`src/rtl/mmc_spi_pkg.sv`:
```
// Shared definitions for the MMC mailbox SPI slave: frame geometry and FSM encoding.
package mmc_spi_pkg;

  localparam int unsigned FRAME_BITS = 16;
  localparam int unsigned ADDR_BITS  = 8;
  localparam int unsigned DATA_BITS  = 8;
  localparam int unsigned CNT_W      = $clog2(FRAME_BITS);

  typedef enum logic [2:0] {
    ST_IDLE    = 3'd0,
    ST_ADDR    = 3'd1,
    ST_DATA    = 3'd2,
    ST_HOLD    = 3'd3,
    ST_WAIT_CS = 3'd4
  } state_t;

endpackage

```
`src/rtl/spi_pin_sync.sv`:
```
// Multi-stage synchronizer for one asynchronous SPI pin with registered edge events.
module spi_pin_sync #(
  parameter int unsigned STAGES = 3
) (
  input  logic clk,
  input  logic rst,
  input  logic i_pin,
  output logic o_level,
  output logic o_rise,
  output logic o_fall
);

  logic [STAGES-1:0] r_sh;

  // Edge events come from the two oldest stages; o_level matches the event cycle.
  always_ff @(posedge clk or posedge rst) begin
    if (rst) begin
      r_sh   <= '0;
      o_rise <= 1'b0;
      o_fall <= 1'b0;
    end else begin
      r_sh   <= {r_sh[STAGES-2:0], i_pin};
      o_rise <= r_sh[STAGES-2] & ~r_sh[STAGES-1];
      o_fall <= ~r_sh[STAGES-2] & r_sh[STAGES-1];
    end
  end

  assign o_level = r_sh[STAGES-1];

endmodule

```
`src/rtl/mmc_spi_slave.sv`:
```
// SPI mode-0 slave: turns 16-bit addr/data frames into clk-domain mailbox strobes
// and shifts mailbox read data back on MISO during the data byte.
module mmc_spi_slave
  import mmc_spi_pkg::*;
#(
  parameter int unsigned SYNC_STAGES = 3,
  parameter int unsigned RD_DELAY    = 3
) (
  input  logic                 clk,
  input  logic                 rst,
  input  logic                 SCLK,
  input  logic                 CSB,
  input  logic                 MOSI,
  output logic                 MISO,
  output logic [ADDR_BITS-1:0] config_a,
  output logic [DATA_BITS-1:0] config_d,
  output logic                 config_r,
  output logic                 config_w,
  input  logic [DATA_BITS-1:0] tx_data,
  output logic                 frame_err,
  output logic [3:0]           spi_pins_debug
);

  logic w_sclk_lvl, w_sclk_rise, w_sclk_fall;
  logic w_csb_lvl, w_csb_rise, w_csb_fall;
  logic w_mosi_lvl, w_mosi_rise, w_mosi_fall;
  logic w_unused;

  spi_pin_sync #(.STAGES(SYNC_STAGES)) u_sync_sclk (
    .clk(clk), .rst(rst), .i_pin(SCLK),
    .o_level(w_sclk_lvl), .o_rise(w_sclk_rise), .o_fall(w_sclk_fall)
  );

  spi_pin_sync #(.STAGES(SYNC_STAGES)) u_sync_csb (
    .clk(clk), .rst(rst), .i_pin(CSB),
    .o_level(w_csb_lvl), .o_rise(w_csb_rise), .o_fall(w_csb_fall)
  );

  spi_pin_sync #(.STAGES(SYNC_STAGES)) u_sync_mosi (
    .clk(clk), .rst(rst), .i_pin(MOSI),
    .o_level(w_mosi_lvl), .o_rise(w_mosi_rise), .o_fall(w_mosi_fall)
  );

  assign w_unused = &{1'b0, w_mosi_rise, w_mosi_fall};

  state_t               r_state, w_state_nxt;
  logic [CNT_W-1:0]     r_bit_cnt;
  logic [ADDR_BITS-1:0] r_addr_sh;
  logic [DATA_BITS-1:0] r_data_sh;
  logic [DATA_BITS-1:0] r_miso_sh;
  logic                 r_miso_loaded;
  logic                 r_w_pend;
  logic [RD_DELAY-1:0]  r_rd_pipe;

  logic w_last_addr_bit, w_last_bit;
  logic w_clr_cnt, w_shift_a, w_shift_d, w_load_a, w_load_d;
  logic w_miso_load, w_miso_shift, w_miso_clr, w_abort;

  assign w_last_addr_bit = (r_bit_cnt == CNT_W'(ADDR_BITS - 1));
  assign w_last_bit      = (r_bit_cnt == CNT_W'(FRAME_BITS - 1));

  always_ff @(posedge clk or posedge rst) begin
    if (rst) r_state <= ST_WAIT_CS;
    else     r_state <= w_state_nxt;
  end

  always_comb begin
    w_state_nxt = r_state;
    case (r_state)
      ST_IDLE:    if (w_csb_fall) w_state_nxt = ST_ADDR;
      ST_ADDR: begin
        if (w_csb_rise)                           w_state_nxt = ST_IDLE;
        else if (w_sclk_rise && w_last_addr_bit) w_state_nxt = ST_DATA;
      end
      ST_DATA: begin
        if (w_csb_rise)                      w_state_nxt = ST_IDLE;
        else if (w_sclk_rise && w_last_bit) w_state_nxt = ST_HOLD;
      end
      ST_HOLD:    if (w_csb_rise) w_state_nxt = ST_IDLE;
      ST_WAIT_CS: if (w_csb_rise) w_state_nxt = ST_IDLE;
      default:    w_state_nxt = ST_IDLE;
    endcase
  end

  // Datapath controls; MISO is forced low everywhere outside the data byte.
  always_comb begin
    w_clr_cnt    = 1'b0;
    w_shift_a    = 1'b0;
    w_shift_d    = 1'b0;
    w_load_a     = 1'b0;
    w_load_d     = 1'b0;
    w_miso_load  = 1'b0;
    w_miso_shift = 1'b0;
    w_miso_clr   = 1'b1;
    w_abort      = 1'b0;
    case (r_state)
      ST_IDLE: w_clr_cnt = w_csb_fall;
      ST_ADDR: begin
        if (w_csb_rise) begin
          w_abort = 1'b1;
        end else if (w_sclk_rise) begin
          w_shift_a = 1'b1;
          w_load_a  = w_last_addr_bit;
        end
      end
      ST_DATA: begin
        w_miso_clr = 1'b0;
        if (w_csb_rise) begin
          w_abort    = 1'b1;
          w_miso_clr = 1'b1;
        end else begin
          if (w_sclk_rise) begin
            w_shift_d  = 1'b1;
            w_load_d   = w_last_bit;
            w_miso_clr = w_last_bit;
          end
          if (w_sclk_fall) begin
            w_miso_load  = ~r_miso_loaded;
            w_miso_shift = r_miso_loaded;
          end
        end
      end
      default: ;
    endcase
  end

  always_ff @(posedge clk or posedge rst) begin
    if (rst) begin
      r_bit_cnt     <= '0;
      r_addr_sh     <= '0;
      r_data_sh     <= '0;
      r_miso_sh     <= '0;
      r_miso_loaded <= 1'b0;
      r_w_pend      <= 1'b0;
      r_rd_pipe     <= '0;
      MISO          <= 1'b0;
      config_a      <= '0;
      config_d      <= '0;
      config_r      <= 1'b0;
      config_w      <= 1'b0;
      frame_err     <= 1'b0;
    end else begin
      if (w_clr_cnt)                   r_bit_cnt <= '0;
      else if (w_shift_a || w_shift_d) r_bit_cnt <= r_bit_cnt + CNT_W'(1);

      if (w_shift_a) r_addr_sh <= {r_addr_sh[ADDR_BITS-2:0], w_mosi_lvl};
      if (w_load_a)  config_a  <= {r_addr_sh[ADDR_BITS-2:0], w_mosi_lvl};
      if (w_shift_d) r_data_sh <= {r_data_sh[DATA_BITS-2:0], w_mosi_lvl};
      if (w_load_d)  config_d  <= {r_data_sh[DATA_BITS-2:0], w_mosi_lvl};

      // Write strobe trails the data load by one cycle; read strobe trails the address by RD_DELAY.
      r_w_pend  <= w_load_d;
      config_w  <= r_w_pend;
      r_rd_pipe <= {r_rd_pipe[RD_DELAY-2:0], w_load_a};
      config_r  <= r_rd_pipe[RD_DELAY-1];
      frame_err <= w_abort;

      if (w_clr_cnt) r_miso_loaded <= 1'b0;
      if (w_miso_clr) begin
        MISO <= 1'b0;
      end else if (w_miso_load) begin
        MISO          <= tx_data[DATA_BITS-1];
        r_miso_sh     <= {tx_data[DATA_BITS-2:0], 1'b0};
        r_miso_loaded <= 1'b1;
      end else if (w_miso_shift) begin
        MISO      <= r_miso_sh[DATA_BITS-1];
        r_miso_sh <= {r_miso_sh[DATA_BITS-2:0], 1'b0};
      end
    end
  end

  assign spi_pins_debug = {MISO, w_mosi_lvl, w_csb_lvl, w_sclk_lvl};

endmodule
```
`config.mk`:
```
export PLATFORM = sky130hd
export DESIGN_NAME = mmc_spi_slave
export DESIGN_NICKNAME = d
export VERILOG_FILES = /design/src/rtl/mmc_spi_pkg.sv /design/src/rtl/spi_pin_sync.sv /design/src/rtl/mmc_spi_slave.sv
export SDC_FILE = /design/constraint.sdc
export NUM_CORES = 1
export LEC_CHECK = 0
export BUFFER_PORTS_ARGS = -buffer_cell sky130_fd_sc_hd__clkbuf_2
export CORE_UTILIZATION = 60
export DETAILED_ROUTE_END_ITERATION = 16
export PLACE_DENSITY = 0.94
export SETUP_SLACK_MARGIN = 0.5
export SLEW_MARGIN = 25
export SYNTH_ARGS = -nofsm -noshare
export SYNTH_HDL_FRONTEND = slang
export SYNTH_SLANG_ARGS = --single-unit
```
`constraint.sdc`:
```
create_clock -name clk -period 4.46 [get_ports clk]
set_input_delay 0.446 -clock clk [delete_from_list [all_inputs] [get_ports clk]]
set_output_delay 0.446 -clock clk [all_outputs]
set_load 0.02 [all_outputs]
```
# Yosys cells after proc, flatten, opt, wreduce, memory -nomap -nowiden
# Index checks and enable logic that the tools add are counted.
dict set report op_classes {
  multipliers 0
  eq_ne 10
  magnitude_cmp 0
  div_mod_pow 0
  shifts 0
  n_mux 38
  reduce_logical 11
  addsub 1
  n_bitwise 10
}
# cell n
set op_table {}
lappend op_table {{two-way mux 1 bit} 27}
lappend op_table {{two-way mux 3 bit} 6}
lappend op_table {{two-way mux 8 bit} 2}
lappend op_table {{one-hot mux 3 bit (4 select lines)} 1}
lappend op_table {{two-way mux 4 bit} 2}
lappend op_table {{equality test 3 x 2 -> 1 bit (second input constant)} 2}
lappend op_table {{!= test 3 x 2 -> 1 bit (second input constant)} 2}
lappend op_table {{NOT 1 bit} 6}
lappend op_table {{adder 4 x 1 -> 4 bit (second input constant)} 1}
lappend op_table {{bitwise AND 1 bit} 4}
lappend op_table {{equality test 4 x 3 -> 1 bit (second input constant)} 1}
lappend op_table {{equality test 4 bit (second input constant)} 1}
lappend op_table {{!= test 2 x 1 -> 1 bit (second input constant)} 2}
lappend op_table {{AND reduction 4 bit} 1}
lappend op_table {{nonzero test 2 bit} 2}
lappend op_table {{OR reduction 2 bit} 2}
lappend op_table {{equality test 3 x 1 -> 1 bit (second input constant)} 1}
lappend op_table {{equality test 3 bit (second input constant)} 1}
lappend op_table {{logical NOT 3 bit} 1}
lappend op_table {{nonzero test 3 bit} 1}
lappend op_table {{logical AND 1 bit} 2}
lappend op_table {{AND reduction 2 bit} 1}
lappend op_table {{logical OR 1 bit} 1}
dict set report word_totals {
  mem_count 0
  ram_bits 0
  regBits 67
  latch_bits 0
  in_bits 13
  romBits 0
}

# Logic depth before layout (Yosys ltp)
dict set report logic_depth {
  ltp_word 6
  mapped_depth 5
  ltp_nobuf 4
}

# Modules after synthesis
# A second synthesis with hierarchy kept.
dict set report unflattened {
  hier_cells 183
  area_unflattened_um2 2640.0
}
# mod cells_per_inst area_each_um2 seq_area_each_um2 instances
set modules_own_cells {}
lappend modules_own_cells {mmc_spi_slave 159 2208.4 1327.5 1}
lappend modules_own_cells {spi_pin_sync 8 143.9 125.1 3}

# Worst setup path after synthesis
# No wires, ideal clock.
dict set report synth_timing {
  kind {register to register}
  from {reg r_state[2]}
  to {reg config_d[3]}
  path_slack_ps 2601
  setup_time_ps 125
  period_less_slack_ps 1859
  n_path_buf 1
  required_time_ps 4335
  t_arrival_ps 1735
  path_stages_with_launch 5
  cell_sequence {dfstp_2 -> clkbuf_1 -> or3b_4 -> nor4_4 -> mux2_2}
}
dict set report synth_between {
  elab_chain_len 2
}
# element line
set synth_rtl {}
lappend synth_rtl {{start, declared} mmc_spi_slave.sv:46} ;# state_t r_state, w_state_nxt;
lappend synth_rtl {{start signal, assigned} mmc_spi_slave.sv:64} ;# else r_state <= w_state_nxt;
lappend synth_rtl {{equality test 3 x 2 -> 1 bit} mmc_spi_slave.sv:96} ;# case (r_state)
lappend synth_rtl {{two-way mux 1 bit} mmc_spi_slave.sv:96}
lappend synth_rtl {{net w_load_d} mmc_spi_slave.sv:56} ;# logic w_clr_cnt, w_shift_a, w_shift_d, w_load_a, w_load_d;
lappend synth_rtl {{end signal, assigned} mmc_spi_slave.sv:149} ;# if (w_load_d) config_d <= {r_data_sh[DATA_BITS-2:0], w_mosi_lvl};
lappend synth_rtl {{end, declared} mmc_spi_slave.sv:16} ;# output logic [DATA_BITS-1:0] config_d,
# The timed path passes the listed nets, and every way through them passes these cells.
# A chain may end at the register's enable or synchronous reset.

# Final worst setup path
dict set report layout_timing {
  from {reg u_sync_sclk.o_rise}
  to {reg config_d[5]}
}
dict set report layout_between {
  elab_chain_len 3
}
# element line
set layout_rtl {}
lappend layout_rtl {{start, declared} spi_pin_sync.sv:9} ;# output logic o_rise,
lappend layout_rtl {{start signal, assigned} spi_pin_sync.sv:23} ;# o_rise <= r_sh[STAGES-2] & ~r_sh[STAGES-1];
lappend layout_rtl {{two-way mux 1 bit} mmc_spi_slave.sv:112} ;# if (w_sclk_rise) begin
lappend layout_rtl {{two-way mux 1 bit} mmc_spi_slave.sv:108} ;# if (w_csb_rise) begin
lappend layout_rtl {{two-way mux 1 bit} mmc_spi_slave.sv:96}
lappend layout_rtl {{net w_load_d} mmc_spi_slave.sv:56}
# The timed path passes the listed nets, and every way through them passes these cells.

==> results_dict.tcl <==
set metrics [dict create \
    path_clk_slew_ns 0.07 \
    r2r_end "config_d[5]" \
    r2r.worst_path.cells 3 \
    crit_path_start_kind "flip-flop" \
    peakVddDrop_v 0.0003664 \
    clk_latency_ns 0.33 \
    fin_hold_ws_ns 0.2109 \
    leakage_uw 0.001519 \
    arrival_ns 2.20 \
    htreeDepth 3 \
    fmax_mhz 506.1 \
    dieArea_um2 4521 \
    yosys-top-cells-area "dfrtp_1 64%, mux2_2 18%, nor2b_1 1.7%, nand3_1 1.4%, mux2_1 1.3%" \
    hold_start "SCLK" \
    grt_pass1_vias 1473 \
    worst_pin_slew_ns 0.7774 \
    first_pass_iters 4 \
    yosysWarnings 0 \
    pwr-share-seq_pct 52.0 \
    relSlewSlack_pct 48.18 \
    grt_max_degree 67 \
    synth_top_area_cell "dfrtp_1" \
    p_clk_share_pct 41.8 \
    post_cts_buffers 0 \
    power.density_nw_per_um2 433.2 \
    r2r_start "u_sync_sclk.o_rise" \
    drive_gt1_share_pct 46.05 \
    cts_tree "done" \
    hold_buffers 0 \
    p_sw_share_pct 23.04 \
    whs_path_depth 1 \
    switching_power_uw 296.2 \
    status "complete, no violations" \
    synthArstFlopShare_pct 100.0 \
    finalSetupViolations 0 \
    syn-cell-area_um2 2554 \
    clkSinkCount 66 \
    io_pins 37 \
    nNetsFinal 224 \
    place_area_um2 2750 \
    synth-seq-cells 66 \
    synth_top_area_share_pct 63.69 \
    vias_per_cell 5.566 \
    synth-main-ff-cell "dfrtp_1" \
    drt-initial-drc-count 99 \
    die_h_um 67.24 \
    fin_setup_tns_ns 0 \
    cts_root_buffer "clkbuf_8" \
    crit_path_max_fanout 9 \
    r2r_slack_ns 2.48 \
    overflow 0 \
    wirelength_mm 4.181 \
    synth_edf_count 0 \
    min_period_ns 1.976 \
    required_ns 4.68 \
    hold_viol_final 0 \
    maxCapViolCount 0 \
    synth.net_count 186 \
    drc 0 \
    hold_path_end "u_sync_sclk.r_sh[0]" \
    core-area_um2 4058 \
    comb_power_share_pct 6.1 \
    grt.total_usage_pct 22.07 \
    ys_seq_area_share_pct 64.72 \
    intPower_uw 989.3 \
    antenna_found_initial 0 \
    synth.distinct_cells 34 \
    cts.repair.resized 0 \
    stdcell_area_um2 2968 \
    slew_viol_final 0 \
    syn2layout_area_growth_pct 16.22 \
    syn_inst 172 \
    portBuffers 36 \
    vias 1475 \
    grt_pass1_wl_mm 6.851 \
    rows 23 \
    gp_congestion 0.8654 \
    drt-wirelength-per-cell_um 15.78 \
    die_x_um 67.24 \
    hold_path.class "in -> reg" \
    antenna_cells 0 \
    rsz0062_at_grt "no" \
    ant_nets 0 \
    skew_ns 0.006795 \
    start_util_pct 62.94 \
    cts.path.max_buffers 2 \
    period_share_pct 44.30 \
    cp-end-kind "flip-flop" \
    path_class "reg -> reg" \
    hpwl_mm 2.826 \
    avgSynthCellArea_um2 14.85 \
    cts_buffers 9 \
]
-- worst max-delay path by stage --
stage,start,endpoint,slack [ns],depth (start not counted)
floorplan,rst,MISO,2.36,1
global placement,u_sync_csb.o_rise,config_d[6],2.58,3
detailed placement,u_sync_sclk.o_rise,config_d[5],2.50,3
CTS,u_sync_sclk.o_rise,config_d[5],2.48,3
global route,u_sync_sclk.o_rise,config_d[5],2.35,3
finish,u_sync_sclk.o_rise,config_d[5],2.48,3
-- Yosys cell counts (2+ instances only) --
cell      instances
mux2_1            3
clkbuf_1          4
nand2_1           2
nor2_1            2
inv_1             4
nand3_1           7
nand4_1           3
mux2i_1           3
buf_4             4
nor4b_1           2
mux2_2           41
o21ai_0           2
dfrtp_1          65
a21oi_1           3
nor3_1            2
nor2b_1           7
-- power groups by stage --
stage	registers, uW	clock network [uW]	logic (uW)
after floorplan	665	0	69.0
after global placement	676	0	75.9
after detailed placement	679	0	80.7
after CTS	668	547	80.6
after global routing	676	572	89.5
final	669	538	79.0
-- worst max-delay path, stage by stage, from the launching register on --
cell and delay (ns):
dfrtp_1 0.45, or3b_4 0.44, nor4_4 0.56, mux2_2 0.41
-- layout by cell type, fill, tap and decap left out, types with 2 or more instances in the layout --
master,netlist,routed
mux2i_1,3,3
clkinv_2,0,2
nand4_1,3,3
nand3_1,7,7
clkbuf_2,0,36
nor2b_1,7,7
nor4b_1,2,2
dfrtp_1,65,65
clkinvlp_4,0,2
mux2_2,41,41
nor2_1,2,2
o21ai_0,2,2
inv_1,4,3
nor3_1,2,2
bufinv_16,0,2
clkbuf_8,0,9
nand2_1,2,2
mux2_1,3,3
a21oi_1,3,3
-- layer usage --
metal / vias to the layer above / share of wire [%] / track usage [%]
li1: 682 / - / -
met1: 739 / 41 / 27.41
met2: 47 / 52 / 33.75
met3: 7 / 5.0 / 8.108
met4: 0 / 1.7 / 11.70
met5: - / 0 / 0
-- state kept, by name, indices dropped and copies added (netlist names) --
signal	flops
config_w	1
r_addr_sh	7
config_d	8
u_sync_sclk.o_fall	1
r_state	3
r_w_pend	1
u_sync_sclk.o_rise	1
r_data_sh	7
u_sync_csb.o_rise	1
r_rd_pipe	3
r_miso_sh	7
MISO	1
r_miso_loaded	1
config_a	8
r_bit_cnt	4
u_sync_csb.o_fall	1
u_sync_sclk.r_sh	3
config_r	1
u_sync_mosi.r_sh	3
frame_err	1
u_sync_csb.r_sh	3
-- area by class of cell --
| type | count | area, um^2 |
|---|---|---|
| Clock buffer | 9 | 123.9 |
| Multi-Input combinational cell | 92 | 832.0 |
| Tap cell | 50 | 62.56 |
| Clock inverter | 7 | 93.84 |
| Inverter | 4 | 15.01 |
| Fill cell | 245 | 1090 |
| Timing Repair Buffer | 37 | 187.7 |
| Sequential cell | 66 | 1653 |
-- cell families after synthesis --
| group | synth area share (%) |
|---|---|
| AO/OA/AOI/OAI | 1.862 |
| XOR/XNOR | 0.6861 |
| adder cells (fa/ha/maj) | 0.4899 |
| buffers and inverters | 2.694 |
| flip-flops | 64.72 |
| multiplexers | 20.58 |
| AND/OR/NAND/NOR | 8.967 |
-- per-stage QoR --
| stage | instances | power (uW) | setup slack (ns) | utilization, % |
|---|---|---|---|---|
| finish | 265 | 1286 | 2.484 | 73.14 |
| global route | 265 | 1338 | 2.351 | 73.14 |
| CTS | 265 | 1296 | 2.481 | 73.14 |
| detailed placement | 249 | 760.0 | 2.497 | 67.78 |
| global placement | 249 | 752.1 | 2.576 | 67.78 |
| floorplan | 172 | 733.8 | 2.361 | - |
No activity file was read; power rests on OpenSTA's default activity.
